[src/rtl/btn_conditioner.sv]
// Push-button conditioner: synchroniser, debounce FSM,
// press/release/long-press strobes and wrapping press counter.
module btn_conditioner #(
   parameter int DEBOUNCE_CYCLES = 270000,
   parameter int LONG_CYCLES     = 27000000,
   parameter bit BTN_ACTIVE_LOW  = 1'b1,
   parameter int COUNT_W         = 4
) (
   input  logic               sysclk,
   input  logic               rst_n,
   input  logic               btn,
   output logic               btn_level,
   output logic               press,
   output logic               rel,
   output logic               long_press,
   output logic [COUNT_W-1:0] press_count
);

   localparam int DW = $clog2(DEBOUNCE_CYCLES);
   localparam int HW = $clog2(LONG_CYCLES);
   localparam logic [DW-1:0] DLAST = DW'(DEBOUNCE_CYCLES - 1);
   localparam logic [HW-1:0] HLAST = HW'(LONG_CYCLES - 1);
   localparam logic IDLE_LVL = BTN_ACTIVE_LOW;

   typedef enum logic [2:0] {
      RELEASED,
      PRESS_WAIT,
      PRESSED,
      LONG_HELD,
      RELEASE_WAIT
   } state_t;

   logic          s1;
   logic          s2;
   logic          p;
   state_t        state;
   logic [DW-1:0] dcnt;
   logic [HW-1:0] hcnt;
   logic          ret_long;

   // two-flop synchroniser, parked at the released pad level
   always_ff @(posedge sysclk or negedge rst_n) begin
      if (!rst_n) begin
         s1 <= IDLE_LVL;
         s2 <= IDLE_LVL;
      end else begin
         s1 <= btn;
         s2 <= s1;
      end
   end

   assign p = s2 ^ IDLE_LVL;

   // debounce/hold FSM with registered level, strobes and counter
   always_ff @(posedge sysclk or negedge rst_n) begin
      if (!rst_n) begin
         state       <= RELEASED;
         dcnt        <= '0;
         hcnt        <= '0;
         ret_long    <= 1'b0;
         btn_level   <= 1'b0;
         press       <= 1'b0;
         rel         <= 1'b0;
         long_press  <= 1'b0;
         press_count <= '0;
      end else begin
         press      <= 1'b0;
         rel        <= 1'b0;
         long_press <= 1'b0;
         unique case (state)
            RELEASED: begin
               if (p) begin
                  state <= PRESS_WAIT;
                  dcnt  <= DW'(1);
               end
            end
            PRESS_WAIT: begin
               if (!p) begin
                  state <= RELEASED;
                  dcnt  <= '0;
               end else if (dcnt == DLAST) begin
                  state       <= PRESSED;
                  dcnt        <= '0;
                  hcnt        <= '0;
                  press       <= 1'b1;
                  btn_level   <= 1'b1;
                  press_count <= press_count + 1'b1;
               end else begin
                  dcnt <= dcnt + 1'b1;
               end
            end
            PRESSED: begin
               if (hcnt == HLAST) begin
                  state      <= LONG_HELD;
                  long_press <= 1'b1;
               end else begin
                  hcnt <= hcnt + 1'b1;
                  if (!p) begin
                     state    <= RELEASE_WAIT;
                     dcnt     <= DW'(1);
                     ret_long <= 1'b0;
                  end
               end
            end
            LONG_HELD: begin
               if (!p) begin
                  state    <= RELEASE_WAIT;
                  dcnt     <= DW'(1);
                  ret_long <= 1'b1;
               end
            end
            RELEASE_WAIT: begin
               // a bounce back returns without touching hcnt
               if (p) begin
                  state <= ret_long ? LONG_HELD : PRESSED;
                  dcnt  <= '0;
               end else if (dcnt == DLAST) begin
                  state     <= RELEASED;
                  dcnt      <= '0;
                  rel       <= 1'b1;
                  btn_level <= 1'b0;
               end else begin
                  dcnt <= dcnt + 1'b1;
               end
            end
            default: begin
               state <= RELEASED;
               dcnt  <= '0;
            end
         endcase
      end
   end

endmodule

[config.mk]
export PLATFORM = sky130hd
export DESIGN_NAME = btn_conditioner
export DESIGN_NICKNAME = d
export VERILOG_FILES = /design/src/rtl/btn_conditioner.sv
export SDC_FILE = /design/constraint.sdc
export NUM_CORES = 1
export LEC_CHECK = 0
export BUFFER_PORTS_ARGS = -buffer_cell sky130_fd_sc_hd__buf_2
export CAP_MARGIN = 10
export CORE_UTILIZATION = 42
export DETAILED_ROUTE_END_ITERATION = 16
export GPL_ROUTABILITY_DRIVEN = 1
export HOLD_SLACK_MARGIN = 0.05
export PLACE_DENSITY = 0.68
export SLEW_MARGIN = 25
export SYNTH_ARGS = -nofsm -noshare
export SYNTH_HDL_FRONTEND = slang
export SYNTH_SLANG_ARGS = --single-unit
[constraint.sdc]
create_clock -name sysclk -period 2.7 [get_ports sysclk]
set_input_delay 0.81 -clock sysclk [delete_from_list [all_inputs] [get_ports sysclk]]
set_output_delay 0.81 -clock sysclk [all_outputs]
set_load 0.01 [all_outputs]
* Word-level counts from Yosys, hierarchy flattened
Index checks and enable logic that the tools add are counted.
Storage, ports and cells: word-level logic and storage cells 77, flip-flop bits (word level) 58
Operators by class: muxes and demuxes 36, reductions and logical operators 10, eq/ne operators 16, add/sub/neg operators 3, bitwise operators 1
Operators by type and width (number):
- two-way mux 19 bit | 6
- case mux 19 bit (5 select lines) | 1
- two-way mux 25 bit | 3
- case mux 25 bit (2 select lines) | 1
- adder 25 x 1 -> 25 bit (second input constant) | 1
- == test 25 bit (second input constant) | 1
- two-way mux 3 bit | 7
- adder 19 x 1 -> 19 bit (second input constant) | 1
- == test 19 bit (second input constant) | 1
- inequality test 2 bit (second input constant) | 8
- two-way mux 1 bit | 15
- case mux 3 bit (5 select lines) | 1
- AND reduction 4 bit | 2
- == test 3 x 2 -> 1 bit (second input constant) | 2
- inequality test 3 bit (second input constant) | 2
- AND reduction 3 bit | 2
- nonzero test 2 bit | 3
- AND reduction 5 bit | 1
- adder 4 x 1 -> 4 bit (second input constant) | 1
- case mux 1 bit (2 select lines) | 2
- == test 3 x 1 -> 1 bit (second input constant) | 1
- == test 3 bit (second input constant) | 1
- logical NOT 3 bit | 1
- AND reduction 2 bit | 1
- NOT 1 bit | 1

* Logic depth before layout (Yosys ltp)
Gate-level depths: netlist of the first run.
word-level depth 4, depth in mapped cells 9, gate-level depth less buffers 6

* Least setup slack after synthesis of the first run
OpenSTA, ideal clock, no wires.
kind register -> register, from register dcnt[8], to register dcnt[17], setup time 0.124 ns, buffers on the path 3, required time 2.576 ns, stages on the path, launching flop included 9, arrival 1.737 ns, setup slack 0.839 ns, cell sequence dfrtp_1 buf_2 nor4b_1 and4_1 buf_2 a211oi_4 buf_4 and3_1 a211o_1
Between the ends: cells in the longest elaborated chain, start to end 4
RTL lines:
- from (decl) | line 37 | logic [DW-1:0] dcnt;
- from (signal assigned) | line 89 | dcnt <= dcnt + 1'b1;
- from (signal assigned) | line 123 | dcnt <= dcnt + 1'b1;
- adder 19 x 1 -> 19 bit or == test 19 bit (tied branches)
- two-way mux 19 bit * | line 81, 117
- two-way mux 19 bit (on tied branches) | line 114, 78
- case mux 19 bit (5 select lines) * | line 70 | unique case (state)
Every way passes the cells marked *; elsewhere a longest branch is shown, timed or not. A chain may end at the register's enable or synchronous reset.

* Worst setup path after layout of the first run
from register dcnt[0], to register dcnt[14]
Same word-level chain as after synthesis.

==> results of run 1 <==
## layout by cell type, fill, tap and decap left out, drive strengths merged, types with 4 or more instances in the layout
cell and instances:
and4 8, nor3 21, o21ai 11, nor4 5, nand3 14, o31ai 5
clkinv 4, nor2 16, a221o 4, a21oi 13, inv 4, buf 18
nor4b 4, nand2 30, nand4 17, and3 16, clkbuf 10, a21o 4
a211o 12, xnor2 11, or3 8, nor3b 4, dfrtp 56, or4 6
## kinds of logic after synthesis
kind of cell    after synthesis  share of synthesized area [%]
compound gates               70                           16.0
mux                           3                           1.27
simple gates                164                           29.7
fa+ha+maj                     3                           1.12
buf+inv                      27                           5.48
xor+xnor                     12                           3.13
flops                        58                           43.3
## layout make-up
type / count / area (um^2) / area share, %
clock buffer: 10 / 138 / 3.82
clock inverter: 5 / 31.3 / 0.867
inverter: 4 / 15.0 / 0.416
multi-input combinational: 252 / 1720 / 47.6
sequential: 58 / 1450 / 40.3
tap: 102 / 128 / 3.54
timing repair buffer: 18 / 123 / 3.40
## path summary, 6_finish.rpt
kind	from	endpoint	slack (ns)
worst min-delay path	rst_n	press_count[0]	0.28
max in group asynchronous	rst_n	s1	1.87
worst max register to register	dcnt[0]	dcnt[14]	0.56
min in group sysclk	s1	s2	0.36
worst max-delay path	dcnt[0]	dcnt[14]	0.56
worst min register to register	s1	s2	0.36
## state kept, by name, indices dropped and copies added (netlist names), 3 cells and up
name         cells
state            3
dcnt            19
hcnt            25
press_count      4
## power by group
group / internal, W / leakage (nW) / total [W] / switching, W
sequential: 0.000882 / 0.799 / 0.000900 / 0.0000177
clock: 0.000349 / 0.0879 / 0.000706 / 0.000357
combinational: 0.0000352 / 0.731 / 0.0000971 / 0.0000620
## metrics by stage
step	power [W]	cells	hold WS, ns	area, um^2
3_3_place_gp	0.00101	434	0.346	3440
2_1_floorplan	0.000988	337	0.345	3360
3_5_place_dp	0.00101	434	0.347	3440
6_report	0.00170	449	0.282	3610
5_1_grt	0.00177	449	0.277	3610
4_1_cts	0.00173	449	0.274	3610
## metal layers
layer | part of all wire [%] | GRT usage [%] | wire [um]
met1 | 47 | 25.2 | 3360
met2 | 47 | 28.9 | 3360
met3 | 3.6 | 4.52 | 259
met4 | 1.9 | 7.80 | 136
met5 | 0 | 0 | 0
## synthesized netlist by cell type (all sizes together), types with 11 or more instances
master and instances:
buf 20, nand3 14, and3 16, nand4 17
a211o 12, nor3 21, dfrtp 56, a21oi 13
o21ai 11, xnor2 11, nor2 16, nand2 30
==> results.cfg, run 1 <==
[yosys]
synth-main-ff-cell = dfrtp_1
synth_nets = 343
avgSynthCellArea_um2 = 9.96
yosysTopAreaCell = dfrtp_1
syn_area_mm2 = 0.00336
synth_top_cell_area_share_pct = 41.8
synth.distinct_cells = 61
synth_seq_cells = 58
ys.warnings.count = 0
synthCells = 337
yosysSeqAreaShare_pct = 43.3
async_flop_share_pct = 100
ys_top_cells_by_area = dfrtp_1 42%, nand2_1 3.4%, nand4_1 3.2%
synth-edff-count = 0

[timing]
max-slew-margin-rel_pct = 53.7
final-setup-viol-count = 0
fmax_ghz = 0.468
rsz0062_at_grt = false
fin_crit_sh_pct = 79.2
setup_slack_ns = 0.563
clock_skew_ns = 0.0134
slew_viol_final = 0
setup_tns_ns = 0
hold_viol_final = 0
worstMarginPinSlew_ns = 0.692
fin_crit_ns = 2.14

[placement]
port_buffers = 10
gp_congestion = 0.842
pre_cts_ws_ns = 0.564
dp.final_hpwl_um = 4820

[global_route]
overflow = 0
antenna_found_initial = 0
grt_pass1_vias = 2602
grt_pass1_wl_um = 12500
track_usage_pct = 18.8
grt_max_degree = 35

[worst_setup_path]
cp_slowest_cell = a211oi_4
cp_data_arrival_time_ns = 2.41
cpLargestDelayFamily = compound AO/OA/AOI/OAI gates
cp_num_buf_inv = 0
worstSetupPathType = flip-flop to flip-flop
cpPeakStageDelay_ns = 0.67
worstPathMaxFanout = 18
path_cells = ha_1 > and4_1 > a211oi_4 > and3_1 > a211o_1
crit_required_ns = 2.97
start_kind = flip-flop
endpoint_kind = flip-flop
path_depth = 5
r2r_cells = 5

[clock_network]
cts_setup_buffers = 0
ctsRootBufferMaster = clkbuf_8
cts_buffers = 9
cts-htree-levels = 3
clk_latency_ns = 0.34
cts_tree = built
clkTransAtPathRegs_ns = 0.07
cts_resized = 0
hold_buffers = 0
cts.path.max_buffers = 2
cts.sink_count = 58

[routing]
drt_iter0_drc = 170
ant_nets = 0
first_pass_iters = 4
wl_um = 7120
vias = 2694
viasPerCell = 6.00
drc = 0
routedWlPerCell_um = 15.9

[die]
core_area_mm2 = 0.00773
ios = 11
start_util_pct = 43.4
die-height_um = 91.4
dieWidth_um = 91.4
die_area_mm2 = 0.00835
std_cell_rows = 32

[run_status]
status = finished, final reports clean

[flow_run]
cap_violations = 0

[final_layout]
syn2layout_area_growth_pct = 7.46
nFillCells = 763
antennaDiodeCount = 0
nets = 349
drive_gt1_share_pct = 15.3
postLayoutCoreUtil_pct = 46.7

[power_and_ir_drop]
cellPowerDensity_mw_per_mm2 = 472
peakVddDrop_uv = 356
p_leak_nw = 1.62

[min_path]
hold_path.class = input pin to asynchronous set/reset pin
Power figures use the tool's default switching activity.
==> run 2: changes to the inputs <==
--- a/config.mk
+++ b/config.mk
@@ -5,13 +5,14 @@
 export SDC_FILE = /design/constraint.sdc
 export NUM_CORES = 1
 export LEC_CHECK = 0
+export ABC_AREA = 1
 export BUFFER_PORTS_ARGS = -buffer_cell sky130_fd_sc_hd__buf_2
 export CAP_MARGIN = 10
 export CORE_UTILIZATION = 42
 export DETAILED_ROUTE_END_ITERATION = 16
 export GPL_ROUTABILITY_DRIVEN = 1
 export HOLD_SLACK_MARGIN = 0.05
-export PLACE_DENSITY = 0.68
+export PLACE_DENSITY = 0.7
 export SLEW_MARGIN = 25
 export SYNTH_ARGS = -nofsm -noshare
 export SYNTH_HDL_FRONTEND = slang
==> constraint.sdc (replaced) <==
create_clock -name sysclk -period 1.95 [get_ports sysclk]
set_input_delay 0.585 -clock sysclk [delete_from_list [all_inputs] [get_ports sysclk]]
set_output_delay 0.585 -clock sysclk [all_outputs]
set_load 0.01 [all_outputs]
==> results.cfg, run 2 <==
[run_status]
status = finished, final reports clean

[die]
core_area_mm2 = 0.00920
die-height_um = 99.4
dieWidth_um = 99.4
std_cell_rows = 35
die_area_mm2 = 0.00988
start_util_pct = 43.3
ios = 11

[worst_setup_path]
cp_data_arrival_time_ns = 2.02
crit_required_ns = 2.19
endpoint_kind = flip-flop
worstPathMaxFanout = 30
regToRegStartpoint = dcnt[0]
cp_slowest_cell = dfrtp_1
crit_start = dcnt[0]
cpPeakStageDelay_ns = 0.37
worstSetupPathType = flip-flop to flip-flop
path_cells = ha_1 > nand2_2 > nor2_4 > nand3_2 > nor2_4 > nand2_4 > nand2_4 > nand2_8 > nand2_1 > nand2_1
r2r-end = hcnt[21]
r2r_slack_ns = 0.17
start_kind = flip-flop
r2r_cells = 10

[placement]
pre_cts_ws_ns = 0.0951
dp_cells = 714
port_buffers = 10
dp.final_hpwl_um = 7530
gp_congestion = 1.01

[power_and_ir_drop]
peakVddDrop_uv = 471
p_leak_nw = 2.09
power.share.clock_pct = 32.3
net-switching-power_w = 0.00164
cellPowerDensity_mw_per_mm2 = 906
p_int_w = 0.00242
power_frac_seq_pct = 33.2
swShare_pct = 40.3
p_comb_share_pct = 34.5

[final_layout]
syn2layout_area_growth_pct = 12.4
antennaDiodeCount = 0
final_common_cell = nand2_1
largestRegisters = hcnt (25), dcnt (19), press_count (4)
final_cells = 730
nets = 620
layout_common_cells = 206 x nand2_1, 73 x nor2_1, 56 x dfrtp_1
drive_gt1_share_pct = 14.2
largest_reg_flops = 25
postLayoutCoreUtil_pct = 48.7
top_register = hcnt

[clock_network]
cts.path.max_buffers = 2
cts_setup_buffers = 0
cts_buffers = 9
hold_buffers = 0
cts_tree = built
clk_latency_ns = 0.34
cts-htree-levels = 3
cts.sink_count = 58
cts_resized = 0
clkTransAtPathRegs_ns = 0.08
ctsRootBufferMaster = clkbuf_8

[timing]
hold_viol_final = 0
clock_skew_ns = 0.00555
setup_slack_ns = 0.170
final-setup-viol-count = 0
fmax_ghz = 0.562
rsz0062_at_grt = false
slew_viol_final = 0
worstMarginPinSlew_ns = 0.350
max-slew-margin-rel_pct = 76.6
fin_crit_ns = 1.78
setup_tns_ns = 0
hold_ws_ns = 0.133
fin_crit_sh_pct = 91.3

[global_route]
grt_pass1_wl_um = 17600
grt_pass1_vias = 3907
antenna_found_initial = 0
track_usage_pct = 22.3
grt_max_degree = 48
overflow = 0

[yosys]
synth.distinct_cells = 35
yosysSeqAreaShare_pct = 36.5
synthCells = 590
ys.warnings.count = 0
synth-edff-count = 0
synth_nets = 596
avgSynthCellArea_um2 = 6.75
ys_top_cells_by_area = dfrtp_1 35%, nand2_1 19%, nor2_1 6.9%
synth_seq_cells = 58
syn_area_mm2 = 0.00398
synth_commonest_cells = 206 x nand2_1, 73 x nor2_1, 56 x dfrtp_1, 54 x nand3_1, 50 x inv_1
yosysTopAreaCell = dfrtp_1
async_flop_share_pct = 100
synth_top_cell_area_share_pct = 35.2
synth-main-ff-cell = dfrtp_1
synth_most_common_cell = nand2_1

[routing]
drc = 0
ant_nets = 0
wl_um = 10300
vias = 3923
drt_iter0_drc = 198
routedWlPerCell_um = 14.2
first_pass_iters = 5
viasPerCell = 5.37

[flow_run]
cap_violations = 0

[min_path]
hold_path.class = input pin to asynchronous set/reset pin
[run 2: cell types whose count changed after synthesis, moves of 13 or more]
cell / change
nand4_1: +22
nor2_1: +57
xor2_1: +13
nand2_1: +176
nand3_1: +40
and3_1: -16
inv_1: +46
[run 2: cell type report]
| class | count | area (um^2) |
|---|---|---|
| Clock buffer | 10 | 138 |
| Clock inverter | 6 | 88.8 |
| Fill cell | 919 | 4720 |
| Inverter | 60 | 228 |
| Multi-Input combinational cell | 456 | 2210 |
| Sequential cell | 58 | 1450 |
| Tap cell | 111 | 139 |
| Timing Repair Buffer | 29 | 218 |
[run 2: power by group through the flow]
stage | Sequential, W | Clock, W | Combinational [W]
floorplan | 0.00137 | 0 | 0.00106
global placement | 0.00136 | 0 | 0.00133
detailed placement | 0.00137 | 0 | 0.00137
CTS | 0.00134 | 0.00133 | 0.00137
global route | 0.00135 | 0.00137 | 0.00155
finish | 0.00135 | 0.00131 | 0.00140
[run 2: critical path: cells and delay by family, from the launching register on]
kind	cells	cell delay [ns]
adder cells (fa/ha/maj)	1	0.23
flip-flops	1	0.37
AND/OR/NAND/NOR	9	1.06
[run 2: routing by layer]
layer	global-route usage, %	wire length, um
met1	26.9	4610
met2	38.8	5090
met3	4.57	372
met4	9.28	263
met5	0	0
[run 2: cell families (layout without fill, tap and decap cells)]
kind of cell             count (synthesis)  count (layout)  share of synthesized area (%)
AO/OA/AOI/OAI                           25              25                           4.05
AND/OR/NAND/NOR                        411             411                           46.6
flip-flops                              58              58                           36.5
XOR/XNOR                                17              17                           3.74
buffers and inverters                   76             105                           8.14
adder cells (fa/ha/maj)                  3               3                          0.943
[run 2: through the flow]
step | total power [W] | instance area (um^2)
5_1_grt | 0.00427 | 4480
2_1_floorplan | 0.00243 | 3980
3_3_place_gp | 0.00269 | 4240
4_1_cts | 0.00404 | 4470
3_5_place_dp | 0.00274 | 4240
6_report | 0.00406 | 4480
[run 2: worst max path at each step]
stage,end,cells past startpoint
global placement,hcnt[6],9
floorplan,hcnt[19],11
CTS,hcnt[5],9
global route,hcnt[11],9
detailed placement,hcnt[5],9
finish,hcnt[21],10
==> run 3: changes to the inputs <==
--- a/config.mk
+++ b/config.mk
@@ -8,6 +8,8 @@
 export ABC_AREA = 1
 export BUFFER_PORTS_ARGS = -buffer_cell sky130_fd_sc_hd__buf_2
 export CAP_MARGIN = 10
+export CORE_ASPECT_RATIO = 0.75
+export CORE_MARGIN = 10
 export CORE_UTILIZATION = 42
 export DETAILED_ROUTE_END_ITERATION = 16
 export GPL_ROUTABILITY_DRIVEN = 1
==> results.cfg, run 3 (same netlist as run 2, synthesis figures left out) <==
[run_status]
status = finished, final reports clean

[clock_network]
cts.path.max_buffers = 2
hold_buffers = 0
cts-htree-levels = 3
clkTransAtPathRegs_ns = 0.06
cts_setup_buffers = 0
cts_tree = built
cts_buffers = 9
ctsRootBufferMaster = clkbuf_16
cts.sink_count = 58
clk_latency_ns = 0.33

[final_layout]
nets = 632
top_register = hcnt
drive_gt1_share_pct = 15.8
finalInstanceArea_mm2 = 0.00470
syn2layout_area_growth_pct = 17.9
largest_reg_flops = 25
final_common_cell = nand2_1
multiInputGateArea_mm2 = 0.00222
nFillCells = 917
antennaDiodeCount = 0
largestRegisters = hcnt (25), dcnt (19), press_count (4)
layout_common_cells = 206 x nand2_1, 73 x nor2_1, 56 x dfrtp_1
seq_area_mm2 = 0.00145

[timing]
setup_slack_ns = 0.135
setup_tns_ns = 0
clock_skew_ns = 0.0124
slew_viol_final = 0
hold_viol_final = 0
rsz0062_at_grt = false
max-slew-margin-rel_pct = 74.3
worstMarginPinSlew_ns = 0.383
fmax_ghz = 0.551
fin_crit_ns = 1.81
final-setup-viol-count = 0
fin_crit_sh_pct = 93.1

[routing]
vias = 4056
drt_iter0_drc = 449
viasPerCell = 5.34
drc = 0
wl_met2_um = 4340
wl_met1_um = 5470
first_pass_iters = 5
ant_nets = 0
routedWlPerCell_um = 14.5
wl_um = 11000
top_layer_used = met4
met3_length_um = 995

[global_route]
antenna_found_initial = 0
grt_max_degree = 31
track_usage_pct = 15.8
overflow = 0
grt_pass1_vias = 3691
grt_pass1_wl_um = 18300

[placement]
gp_congestion = 0.951
dp.final_hpwl_um = 8190
port_buffers = 10
pre_cts_ws_ns = 0.0413
dpl_cell_area_mm2 = 0.00435

[power_and_ir_drop]
p_comb_share_pct = 31.7
power_frac_seq_pct = 29.6
peakVddDrop_uv = 794
finalPower_w = 0.00455
swShare_pct = 37.0
p_leak_nw = 2.20
net-switching-power_w = 0.00168
cellPowerDensity_mw_per_mm2 = 968
p_int_w = 0.00286
power.share.clock_pct = 38.7

[die]
die-height_um = 104
ios = 11
dieWidth_um = 132
die_area_mm2 = 0.0138
start_util_pct = 43.5
std_cell_rows = 30
core_area_mm2 = 0.00916

[worst_setup_path]
cpMostUsedCell = a21oi_1
endpoint_kind = flip-flop
cpPeakStageDelay_ns = 0.42
worstPathMaxFanout = 6
cp_slowest_cell = dfrtp_1
path_cells = ha_1 > nand2_2 > nor2_4 > nand3_4 > nand2_1 > buf_4 > a21oi_1 > a21oi_1
crit_required_ns = 2.20
start_kind = flip-flop
r2r_cells = 8
cp_data_arrival_time_ns = 2.06
worstSetupPathType = flip-flop to flip-flop
crit_start = hcnt[1]
regToRegStartpoint = hcnt[1]

[min_path]
hold_path.class = input pin to asynchronous set/reset pin

[flow_run]
cap_violations = 0
run 3: cell types whose count changed in the layout (fill, tap and decap cells not counted):
| cell | delta |
|---|---|
| clkbuf_1 | +1 |
| inv_6 | -1 |
| buf_4 | +12 |
| ha_1 | -1 |
| ha_2 | +1 |
| clkinvlp_4 | -2 |
| clkinv_4 | +1 |
| clkbuf_16 | +9 |
| clkbuf_8 | -8 |
run 3: worst paths after layout:
kind | slack [ns] | endpoint
worst max register to register | 0.14 | dcnt[4]
worst min register to register | 0.35 | s2
max in group asynchronous | 1.29 | s1
min in group sysclk | 0.35 | s2
worst min-delay path | 0.17 | hcnt[0]
worst max-delay path | 0.14 | dcnt[4]
run 3: layer usage:
layer / up-vias / GRT usage [%]
li1: 1963 / -
met1: 1896 / 23.2
met2: 178 / 21.4
met3: 19 / 4.25
met4: 0 / 5.33
met5: - / 0
run 3: critical path, delay by kind of cell, from the launching register on:
kind	cells	cell delay [ns]
adders and majority gates	1	0.36
AOI/OAI and AO/OA	2	0.20
buffers and inverters	1	0.19
and+or+nand+nor	4	0.56
DFF	1	0.42
run 3: cell type report:
| class | count | share of cell area (%) |
|---|---|---|
| Inverter | 60 | 4.85 |
| Tap cell | 128 | 3.41 |
| Sequential cell | 58 | 31.0 |
| Clock buffer | 12 | 5.46 |
| Timing Repair Buffer | 41 | 6.55 |
| Clock inverter | 4 | 1.57 |
| Multi-Input combinational cell | 456 | 47.2 |
run 3: repair_timing:
item,CTS,global route
endpoints found under the hold margin,0,0
setup endpoints to repair,0,25
resized for setup,0,2
run 3: power groups by stage:
| stage | registers [W] | clock network (W) | logic, W |
|---|---|---|---|
| after floorplan | 0.00137 | 0 | 0.00106 |
| after global placement | 0.00136 | 0 | 0.00136 |
| after detailed placement | 0.00136 | 0 | 0.00139 |
| after CTS | 0.00134 | 0.00178 | 0.00140 |
| after global routing | 0.00136 | 0.00183 | 0.00158 |
| final | 0.00135 | 0.00176 | 0.00144 |
run 3: through the flow:
step,util [%],cells,hold slack (ns)
2_1_floorplan,-,590,0.289
3_3_place_gp,47.5,743,0.347
3_5_place_dp,47.5,743,0.347
4_1_cts,51.1,759,0.166
5_1_grt,51.3,759,0.177
6_report,51.3,759,0.167
